## config.mk

```make
export PLATFORM = sky130hd
export DESIGN_NAME = trap_csr_unit
export DESIGN_NICKNAME = d
export VERILOG_FILES = /design/src/rtl/trap_csr_unit.sv
export SDC_FILE = /design/constraint.sdc
export NUM_CORES = 1
export LEC_CHECK = 0
export ABC_AREA = 1
export BUFFER_PORTS_ARGS = -buffer_cell sky130_fd_sc_hd__buf_2
export CORE_MARGIN = 8
export CORE_UTILIZATION = 55
export DETAILED_ROUTE_END_ITERATION = 7
export GPL_TIMING_DRIVEN = 1
export PLACE_DENSITY = 0.81
export SYNTH_ARGS = -nofsm -noshare
export SYNTH_HDL_FRONTEND = slang
export SYNTH_SLANG_ARGS = --single-unit
export TNS_END_PERCENT = 30
```

## constraint.sdc

```tcl
create_clock -name clock_i -period 12.8 [get_ports clock_i]
set_clock_uncertainty 0.2 [all_clocks]
set_input_delay 1.92 -clock clock_i [delete_from_list [all_inputs] [get_ports clock_i]]
set_output_delay 1.92 -clock clock_i [all_outputs]
set_load 0.005 [all_outputs]
```

## src/rtl/trap_csr_unit.sv

```systemverilog
// Machine-mode CSR file and trap controller (exception/interrupt entry, MRET, mtvec dispatch).
// Optional 64-bit mcycle counter at 0xB00/0xB80 when TRAP_CSR_MCYCLE_EN is defined.
module trap_csr_unit #(
  parameter int XLEN        = 32,
  parameter int IRQ_COUNT   = 16,
  parameter int CAUSE_WIDTH = 5
) (
  input  logic                   clock_i,
  input  logic                   reset_i,
  input  logic [11:0]            csr_address_i,
  input  logic [1:0]             csr_command_i,
  input  logic [XLEN-1:0]        csr_write_data_i,
  output logic                   csr_ready_o,
  output logic [XLEN-1:0]        csr_read_data_o,
  output logic                   csr_read_data_valid_o,
  output logic                   csr_illegal_o,
  input  logic                   exception_i,
  input  logic [CAUSE_WIDTH-1:0] exception_cause_i,
  input  logic [XLEN-1:0]        exception_pc_i,
  input  logic [XLEN-1:0]        exception_tval_i,
  input  logic                   mret_i,
  input  logic [IRQ_COUNT-1:0]   irq_i,
  output logic                   trap_valid_o,
  output logic [XLEN-1:0]        trap_pc_o,
  input  logic                   trap_ack_i
);

  typedef enum logic [1:0] {
    ST_IDLE     = 2'd0,
    ST_SAVE     = 2'd1,
    ST_REDIRECT = 2'd2
  } state_t;

  localparam int IDX_W = (IRQ_COUNT > 1) ? $clog2(IRQ_COUNT) : 1;

  localparam logic [11:0] A_MSTATUS  = 12'h300;
  localparam logic [11:0] A_MISA     = 12'h301;
  localparam logic [11:0] A_MIE      = 12'h304;
  localparam logic [11:0] A_MTVEC    = 12'h305;
  localparam logic [11:0] A_MSCRATCH = 12'h340;
  localparam logic [11:0] A_MEPC     = 12'h341;
  localparam logic [11:0] A_MCAUSE   = 12'h342;
  localparam logic [11:0] A_MTVAL    = 12'h343;
  localparam logic [11:0] A_MIP      = 12'h344;

  state_t                  r_state;
  logic                    r_mstatus_mie;
  logic                    r_mstatus_mpie;
  logic [IRQ_COUNT-1:0]    r_mie;
  logic [IRQ_COUNT-1:0]    r_mip;
  logic [XLEN-1:0]         r_mtvec;
  logic [XLEN-1:0]         r_mscratch;
  logic [XLEN-1:0]         r_mepc;
  logic [XLEN-1:0]         r_mcause;
  logic [XLEN-1:0]         r_mtval;
  logic [XLEN-1:0]         r_pc_cap;
  logic [XLEN-1:0]         r_tval_cap;
  logic [CAUSE_WIDTH-1:0]  r_cause_cap;
  logic                    r_is_irq;
  logic [IDX_W-1:0]        r_irq_idx;
  logic                    r_trap_valid;
  logic [XLEN-1:0]         r_trap_pc;
  logic [XLEN-1:0]         r_rdata;
  logic                    r_rvalid;
  logic                    r_illegal;

  logic                    w_ready;
  logic                    w_accept;
  logic                    w_addr_ok;
  logic                    w_illegal;
  logic                    w_wr_en;
  logic                    w_rd_en;
  logic [XLEN-1:0]         w_read_val;
  logic [XLEN-1:0]         w_mstatus;
  logic [XLEN-1:0]         w_misa;
  logic [XLEN-1:0]         w_mtvec_next;
  logic [IRQ_COUNT-1:0]    w_pend_vec;
  logic                    w_pending;
  logic [IDX_W-1:0]        w_irq_idx;
  logic [XLEN-1:0]         w_base;
  logic [XLEN-1:0]         w_trap_target;
  logic [XLEN-1:0]         w_irq_cause;

`ifdef TRAP_CSR_MCYCLE_EN
  localparam logic [11:0] A_MCYCLE  = 12'hB00;
  localparam logic [11:0] A_MCYCLEH = 12'hB80;
  logic [63:0] r_mcycle;
  logic [63:0] w_wdata64;
  assign w_wdata64 = 64'(csr_write_data_i);
`endif

  assign w_ready   = (r_state == ST_IDLE) && !exception_i && !mret_i && !reset_i;
  assign w_accept  = w_ready && (csr_command_i != 2'b00);
  assign w_illegal = !w_addr_ok || (csr_command_i[1] && (csr_address_i[11:10] == 2'b11));
  assign w_wr_en   = w_accept && csr_command_i[1] && !w_illegal;
  assign w_rd_en   = w_accept && csr_command_i[0] && !w_illegal;

  assign w_pend_vec = r_mip & r_mie;
  assign w_pending  = (|w_pend_vec) && r_mstatus_mie;
  assign w_base     = {r_mtvec[XLEN-1:2], 2'b00};
  // A mode of 2 or 3 is reserved, so the old mode survives such a write.
  assign w_mtvec_next = {csr_write_data_i[XLEN-1:2],
                         csr_write_data_i[1] ? r_mtvec[1:0] : csr_write_data_i[1:0]};

  // Constant and composed CSR views.
  always_comb begin
    w_mstatus        = '0;
    w_mstatus[12:11] = 2'b11;
    w_mstatus[7]     = r_mstatus_mpie;
    w_mstatus[3]     = r_mstatus_mie;
    w_misa           = '0;
    w_misa[XLEN-1:XLEN-2] = (XLEN == 64) ? 2'b10 : 2'b01;
    w_misa[8]        = 1'b1;
    w_irq_cause      = XLEN'(r_irq_idx);
    w_irq_cause[XLEN-1] = 1'b1;
  end

  // Highest-index pending line wins.
  always_comb begin
    w_irq_idx = '0;
    for (int k = 0; k < IRQ_COUNT; k++) begin
      w_irq_idx = w_pend_vec[k] ? IDX_W'(k) : w_irq_idx;
    end
  end

  // Trap target: vectored dispatch only for interrupts.
  always_comb begin
    if (r_is_irq && (r_mtvec[1:0] == 2'b01)) begin
      w_trap_target = w_base + (XLEN'(r_irq_idx) << 2);
    end else begin
      w_trap_target = w_base;
    end
  end

  // CSR read mux and address decode.
  always_comb begin
    w_read_val = '0;
    w_addr_ok  = 1'b1;
    case (csr_address_i)
      A_MSTATUS:  w_read_val = w_mstatus;
      A_MISA:     w_read_val = w_misa;
      A_MIE:      w_read_val = XLEN'(r_mie);
      A_MTVEC:    w_read_val = r_mtvec;
      A_MSCRATCH: w_read_val = r_mscratch;
      A_MEPC:     w_read_val = r_mepc;
      A_MCAUSE:   w_read_val = r_mcause;
      A_MTVAL:    w_read_val = r_mtval;
      A_MIP:      w_read_val = XLEN'(r_mip);
`ifdef TRAP_CSR_MCYCLE_EN
      A_MCYCLE:   w_read_val = XLEN'(r_mcycle);
      A_MCYCLEH: begin
        if (XLEN == 32) begin
          w_read_val = XLEN'(r_mcycle[63:32]);
        end else begin
          w_addr_ok = 1'b0;
        end
      end
`endif
      default:    w_addr_ok = 1'b0;
    endcase
  end

  // Trap FSM together with the CSRs it shares with the write port.
  always_ff @(posedge clock_i or posedge reset_i) begin
    if (reset_i) begin
      r_state        <= ST_IDLE;
      r_mstatus_mie  <= 1'b0;
      r_mstatus_mpie <= 1'b0;
      r_mepc         <= '0;
      r_mcause       <= '0;
      r_mtval        <= '0;
      r_pc_cap       <= '0;
      r_tval_cap     <= '0;
      r_cause_cap    <= '0;
      r_is_irq       <= 1'b0;
      r_irq_idx      <= '0;
      r_trap_valid   <= 1'b0;
      r_trap_pc      <= '0;
    end else begin
      case (r_state)
        ST_IDLE: begin
          if (exception_i) begin
            r_pc_cap    <= exception_pc_i;
            r_cause_cap <= exception_cause_i;
            r_tval_cap  <= exception_tval_i;
            r_is_irq    <= 1'b0;
            r_state     <= ST_SAVE;
          end else if (mret_i) begin
            r_mstatus_mie  <= r_mstatus_mpie;
            r_mstatus_mpie <= 1'b1;
            r_trap_pc      <= r_mepc;
            r_trap_valid   <= 1'b1;
            r_state        <= ST_REDIRECT;
          end else if (w_pending) begin
            r_pc_cap  <= exception_pc_i;
            r_is_irq  <= 1'b1;
            r_irq_idx <= w_irq_idx;
            r_state   <= ST_SAVE;
          end else begin
            r_state <= ST_IDLE;
          end
          // Only the interrupt path can coincide with a write; SAVE overwrites next cycle.
          if (w_wr_en) begin
            case (csr_address_i)
              A_MSTATUS: begin
                r_mstatus_mie  <= csr_write_data_i[3];
                r_mstatus_mpie <= csr_write_data_i[7];
              end
              A_MEPC:   r_mepc   <= {csr_write_data_i[XLEN-1:2], 2'b00};
              A_MCAUSE: r_mcause <= csr_write_data_i;
              A_MTVAL:  r_mtval  <= csr_write_data_i;
              default:  r_mtval  <= r_mtval;
            endcase
          end
        end
        ST_SAVE: begin
          r_mepc         <= {r_pc_cap[XLEN-1:2], 2'b00};
          r_mcause       <= r_is_irq ? w_irq_cause : XLEN'(r_cause_cap);
          r_mtval        <= r_is_irq ? '0 : r_tval_cap;
          r_mstatus_mpie <= r_mstatus_mie;
          r_mstatus_mie  <= 1'b0;
          r_trap_pc      <= w_trap_target;
          r_trap_valid   <= 1'b1;
          r_state        <= ST_REDIRECT;
        end
        ST_REDIRECT: begin
          if (trap_ack_i) begin
            r_trap_valid <= 1'b0;
            r_state      <= ST_IDLE;
          end else begin
            r_state <= ST_REDIRECT;
          end
        end
        default: begin
          r_trap_valid <= 1'b0;
          r_state      <= ST_IDLE;
        end
      endcase
    end
  end

  // Remaining CSRs, interrupt sampling and the registered read port.
  always_ff @(posedge clock_i or posedge reset_i) begin
    if (reset_i) begin
      r_mie      <= '0;
      r_mip      <= '0;
      r_mtvec    <= '0;
      r_mscratch <= '0;
      r_rdata    <= '0;
      r_rvalid   <= 1'b0;
      r_illegal  <= 1'b0;
    end else begin
      r_mip     <= irq_i;
      r_rvalid  <= w_rd_en;
      r_illegal <= w_accept && w_illegal;
      r_rdata   <= w_rd_en ? w_read_val : '0;
      if (w_wr_en) begin
        case (csr_address_i)
          A_MIE:      r_mie      <= csr_write_data_i[IRQ_COUNT-1:0];
          A_MTVEC:    r_mtvec    <= w_mtvec_next;
          A_MSCRATCH: r_mscratch <= csr_write_data_i;
          default:    r_mscratch <= r_mscratch;
        endcase
      end
    end
  end

`ifdef TRAP_CSR_MCYCLE_EN
  // Free-running cycle counter; a CSR write replaces the increment.
  always_ff @(posedge clock_i or posedge reset_i) begin
    if (reset_i) begin
      r_mcycle <= 64'd0;
    end else if (w_wr_en && (csr_address_i == A_MCYCLE)) begin
      if (XLEN == 32) begin
        r_mcycle <= {r_mcycle[63:32], w_wdata64[31:0]};
      end else begin
        r_mcycle <= w_wdata64;
      end
    end else if (w_wr_en && (csr_address_i == A_MCYCLEH)) begin
      r_mcycle <= {w_wdata64[31:0], r_mcycle[31:0]};
    end else begin
      r_mcycle <= r_mcycle + 64'd1;
    end
  end
`endif

  assign csr_ready_o           = w_ready;
  assign csr_read_data_o       = r_rdata;
  assign csr_read_data_valid_o = r_rvalid;
  assign csr_illegal_o         = r_illegal;
  assign trap_valid_o          = r_trap_valid;
  assign trap_pc_o             = r_trap_pc;

endmodule

```

==> results.cfg, run 1 <==
[sta]
rsz0062_at_grt = no
fin_crit_sh_pct = 40.8
fmax_mhz = 191
worst_slew_pin_slew_ns = 1.17
slew-limit-headroom_pct = 21.7
finalHoldViolCount = 0
final.setup.tns_ns = 0
drv_slew = 0
min_period_ns = 5.22
setup_viol_count_final = 0

[cts]
cts_resized = 0
cts.sinks = 330
numCtsBuffers = 36
tritoncts = yes
cts.clk_slew.worst_paths_ns = 0.06
cts_setup_buffers = 0
cts_hold_buf = 0
htreeDepth = 2
clockBufferDepth = 3
clkLatencyLatePin_ns = 0.52
cts_root_buf = clkbuf_16

[synth]
synthArstFlopShare_pct = 100
synth_flop_cell = dfrtp_1
muxShareOfSynthArea_pct = 2.36
synth_simple_gate_area_share_pct = 19.5
avgSynthCellArea_um2 = 8.65
synth.area.top_cells = dfrtp_1 (52%), nand2_1 (11%), o21ai_0 (4.7%), inv_1 (4.7%), nor2_1 (2.8%)
synth_common_cells = nand2_1 (442), dfrtp_1 (330), inv_1 (196)
yosys.area_share.adder_pct = 0.445
synth_seq_cells = 330
synthXorXnorAreaFrac_pct = 1.11
synth_cell_types = 49
synth_warnings = 0
synth_top_cell_by_area = dfrtp_1
synth_top_family_by_area = simple AND/OR/NAND/NOR gates
synth_compound_area_share_pct = 16.0
synth_area_um2 = 15700
synth_most_common_cell = nand2_1
yosysTopAreaCellShare_pct = 52.5
synthCells = 1818
synth-edff-count = 0
ys_seq_area_share_pct = 52.5

[finish]
multi_input_area_um2 = 6230
antenna_cells = 0
syn2layout_area_growth_pct = 14.4
nFillCells = 2392
nNetsFinal = 2119
regArea_um2 = 8260
drive_above_1_share_pct = 18.5

[pwr]
p_leak_nw = 8.73
irDropWorstVdd_v = 0.000113
p_per_area_nw_per_um2 = 193
p_total_w = 0.00347

[placed_design]
io_buffers = 199
hpwlAfterDp_um = 34700
place_congestion = 0.972

[global_route]
grt_max_degree = 194
grt_pass1_wl_um = 75500
grt_pass1_vias = 13400
grt_util_all_layers_pct = 28.7
grt.overflow.total = 0
antenna_found_initial = 0

[job]
drv_cap = 0

[floorplanning]
fp.dieH_um = 185
num_io_pins = 204
core-area_um2 = 28500
die_w_um = 185
rows = 62
start_util_pct = 55.3
die_area_um2 = 34300

[setup_path]
cp_max_fo = 64
end_kind = flop
startpoint_type = input port
cp.required_ns = 12.97
critPathKind = in2reg
cp.arrival_ns = 5.40

[drt]
routed_wl_um = 49400
wl_per_cell_um = 20.7
drtPass1Iterations = 8
drcViolationCount = 0
ant_nets = 0
drtIter0Drc = 1698
avgViaCountPerCell = 5.84
num_vias = 13900

[run_status]
outcome = finished clean

[worst_hold_path]
hp-class = reg2reg
## metrics by stage
stage	setup slack [ns]	util (%)	hold slack (ns)	instances	instance area [µm²]
after floorplan	1.54	-	0.242	1819	15700
after global placement	7.28	59.2	0.255	2324	16900
final	7.58	63.2	0.275	2387	18000
after global routing	7.49	63.2	0.295	2387	18000
after detailed placement	7.22	59.2	0.259	2324	16900
after CTS	7.79	63.2	0.273	2387	18000
## kinds of logic after synthesis
group           count (synthesis)
xor+xnor                       20
buf+inv                       296
fa+ha+maj                       5
mux                            33
simple gates                  712
flops                         330
compound gates                421
other cells                     1
## placed cells by master (no fill, tap or decap), types with 5 or more instances in the layout
cell	count
o21ai_1	85
nand4_1	36
a31oi_1	39
o21ai_2	32
nor3_1	12
nand3_1	68
dfrtp_1	330
o22ai_1	13
clkbuf_16	37
xor2_1	14
clkinv_2	6
nand2_4	6
mux2_2	33
buf_2	199
nor2_4	5
o21ai_0	148
nor2_1	117
buf_4	14
clkbuf_1	9
o211ai_1	23
inv_1	195
clkbuf_8	5
a21oi_1	33
a41oi_1	7
nand2_2	5
a22o_1	8
nand2_1	440
xnor2_1	6
a221oi_1	21
## state kept, by name (all words and copies together), names as in the netlist, 2 cells and up
name and count:
csr_read_data_o 32, r_mcause 32, r_mscratch 32, r_mtval 32
r_tval_cap 32, r_mtvec 31, r_mepc 30, r_pc_cap 30
trap_pc_o 30, r_mie 16, r_mip 16, r_cause_cap 5
r_irq_idx 4, r_state 2
## power breakdown
group | total (W) | switching [W] | internal, W
Clock | 0.00100 | 0.000420 | 0.000582
Sequential | 0.00157 | 0.000214 | 0.00135
Combinational | 0.000899 | 0.000582 | 0.000317
## worst paths after layout
path / start / end / slack, ns / depth (start not counted)
max: csr_address_i[11] / r_mtval[10] / 7.58 / 9
min: r_mepc[27] / r_mepc[27] / 0.27 / 2
max reg2reg: r_state[1] / r_mtval[10] / 8.43 / 7
min reg2reg: r_mepc[27] / r_mepc[27] / 0.27 / 2
max in group asynchronous: reset_i / r_tval_cap[30] / 9.36 / 3
min in group asynchronous: reset_i / csr_read_data_o[8] / 1.44 / 2
## worst max-delay path: stages
cell     delay [ns]
buf_2          0.09
nor2_1         0.09
nand3_1        0.54
nor2_4         0.69
nand3_1        0.59
o21ai_0        0.50
nand2_4        0.54
nand2_1        0.28
o21ai_2        0.08
## cell type report
cell class	instances	area share, %
inverter	203	4.29
timing repair buffer	214	6.23
clock inverter	12	0.563
tap	384	2.67
clock buffer	51	5.72
sequential	330	45.9
multi-input combinational	1193	34.6
## layer usage
metal	global-route usage, %	vias up	part of all wire [%]
met1	40.5	6673	41
met5	0	-	0
met4	8.32	0	2.5
met2	41.3	826	43
li1	-	6339	-
met3	9.93	108	14
(Power assumes the default switching activity.)
==> run 2, diff against run 1 <==
==> constraint.sdc (replaced) <==
create_clock -name clock_i -period 5.28 [get_ports clock_i]
set_clock_uncertainty 0.2 [all_clocks]
set_input_delay 0.792 -clock clock_i [delete_from_list [all_inputs] [get_ports clock_i]]
set_output_delay 0.792 -clock clock_i [all_outputs]
set_load 0.005 [all_outputs]
==> run 2 against run 1 <==
Against the previous run:
- sequential share of layout area is 0.35 points lower
- register-to-register slack got worse by 7.2 ns
- critical path depth fell by 3
- critical endpoint is now r_mtval[30]
- first-iteration DRC count rose by 4.2%
- flip-flop and latch count did not move
- highest routed layer unchanged
==> results.cfg, run 2 (same netlist as run 1, synthesis figures left out) <==
[pwr]
p_switching_w = 0.00299
p_total_w = 0.00854
irDropWorstVdd_v = 0.000395
clkPwrFrac_pct = 29.9
p_leak_nw = 8.79
p_int_w = 0.00555
power_switching_share_pct = 35.0
p_seq_share_pct = 44.5
p_comb_share_pct = 25.6
p_per_area_nw_per_um2 = 471

[drt]
drtIter0Drc = 1769
drtPass1Iterations = 6
wl_per_cell_um = 21.1
wl_met1_um = 21800
wl_met3_um = 6740
avgViaCountPerCell = 5.83
wl_met2_um = 21000
drcViolationCount = 0
routed_wl_um = 50500
maxUsedRoutingLayer = met4
ant_nets = 0
num_vias = 14000

[sta]
rsz0062_at_grt = no
fmax_mhz = 248
drv_slew = 0
finalHoldViolCount = 0
worst_slew_pin_slew_ns = 1.03
setup_viol_count_final = 0
min_period_ns = 4.03
hold_slack_ns = 0.155
slew-limit-headroom_pct = 31.1
fin_crit_sh_pct = 76.3

[finish]
regArea_um2 = 8260
nNetsFinal = 2128
final_common_cell = nand2_1
multi_input_area_um2 = 6230
final_cell_mix = nand2_1 (440), dfrtp_1 (330), buf_2 (199)
nFillCells = 2458
syn2layout_area_growth_pct = 15.3
drive_above_1_share_pct = 18.9

[worst_hold_path]
hold_path_depth = 1
hp-class = in2reg

[cts]
clockBufferDepth = 3
cts_setup_buffers = 0
cts_hold_buf = 0
numCtsBuffers = 37
cts.clk_slew.worst_paths_ns = 0.06
cts_root_buf = clkbuf_16
htreeDepth = 2
cts_resized = 0
tritoncts = yes
clkLatencyLatePin_ns = 0.54
cts.sinks = 330

[setup_path]
end_kind = flop
cp_max_fo = 64
startpoint_type = flop
critPathBufInv = 1
cp.required_ns = 5.47
cp.arrival_ns = 4.22
critPathKind = reg2reg
rr_endpoint = r_mtval[30]
crit_path_end = r_mtval[30]
cp-startpoint = r_state[1]
cp.depth = 6
cp_slowest_cell = clkinv_1
critPathTopFamily = simple AND/OR/NAND/NOR gates
max_stage_delay_ns = 0.98
r2r_slack_ns = 1.25
r2r_start = r_state[1]
cp_cell_sequence = nor2_4, clkinv_1, o21ai_0, nand2_4, nand2_1, o21ai_2
worst-r2r-cell-count = 6

[floorplanning]
die_w_um = 185
core-area_um2 = 28500
fp.dieH_um = 185
start_util_pct = 55.3
die_area_um2 = 34300
num_io_pins = 204
rows = 62

[global_route]
antenna_found_initial = 0
grt_util_all_layers_pct = 29.4
grt.overflow.total = 0
grt_max_degree = 175
grt_pass1_vias = 13200
grt_pass1_wl_um = 77400

[job]
drv_cap = 0

[run_status]
outcome = finished clean

[placed_design]
hpwlAfterDp_um = 35900
io_buffers = 199
place_congestion = 0.971
-- run 2: cell types whose count changed in the layout (fill, tap and decap cells not counted), moves of 2 or more --
cell / previous run / this run
clkbuf_1: 9 / 13
clkinv_2: 6 / 2
buf_4: 14 / 21
clkinvlp_4: 2 / 4
clkinv_8: 0 / 2
-- run 2: worst min path at each step --
stage | startpoint | to | slack (ns)
6_report | irq_i[15] | r_mip[15] | 0.16
3_5_place_dp | r_mepc[22] | r_mepc[22] | 0.26
2_1_floorplan | r_mepc[11] | r_mepc[11] | 0.24
3_3_place_gp | r_mepc[13] | r_mepc[13] | 0.26
4_1_cts | irq_i[14] | r_mip[14] | 0.14
5_1_grt | irq_i[15] | r_mip[15] | 0.15
-- run 2: worst register-to-register path, stage by stage, from the launching register on --
cell      delay [ns]
dfrtp_1         0.53
nor2_4          0.80
clkinv_1        0.98
o21ai_0         0.44
nand2_4         0.56
nand2_1         0.30
o21ai_2         0.08
-- run 2: final cells by class --
cell class	instances	share of cell area (%)
antenna	1	0.0138
clock buffer	56	5.83
clock inverter	11	0.787
inverter	203	4.24
multi-input combinational	1193	34.4
sequential	330	45.5
tap	384	2.65
timing repair buffer	222	6.58
-- run 2: per-layer routing --
metal,up-vias,global-route usage [%]
met1,6701,44.6
met3,83,8.22
met2,848,41.1
li1,6371,-
met5,-,0
met4,0,6.95
-- run 2: power by group through the flow --
stage | registers (W) | logic, W | clock network [W]
2_1_floorplan | 0.00362 | 0.00151 | 0
3_3_place_gp | 0.00377 | 0.00207 | 0
3_5_place_dp | 0.00380 | 0.00215 | 0
4_1_cts | 0.00376 | 0.00217 | 0.00258
5_1_grt | 0.00386 | 0.00244 | 0.00269
6_report | 0.00380 | 0.00219 | 0.00255
-- run 2: per-stage QoR --
| stage | instance area, µm² | setup slack [ns] | utilization (%) | cells | setup TNS (ns) |
|---|---|---|---|---|---|
| 2_1_floorplan | 15700 | -0.119 | - | 1819 | -39.16 |
| 3_3_place_gp | 16900 | 1.36 | 59.5 | 2332 | 0 |
| 3_5_place_dp | 16900 | 1.35 | 59.5 | 2332 | 0 |
| 4_1_cts | 18100 | 1.34 | 63.7 | 2399 | 0 |
| 5_1_grt | 18100 | 1.08 | 63.7 | 2399 | 0 |
| 6_report | 18100 | 1.25 | 63.7 | 2400 | 0 |
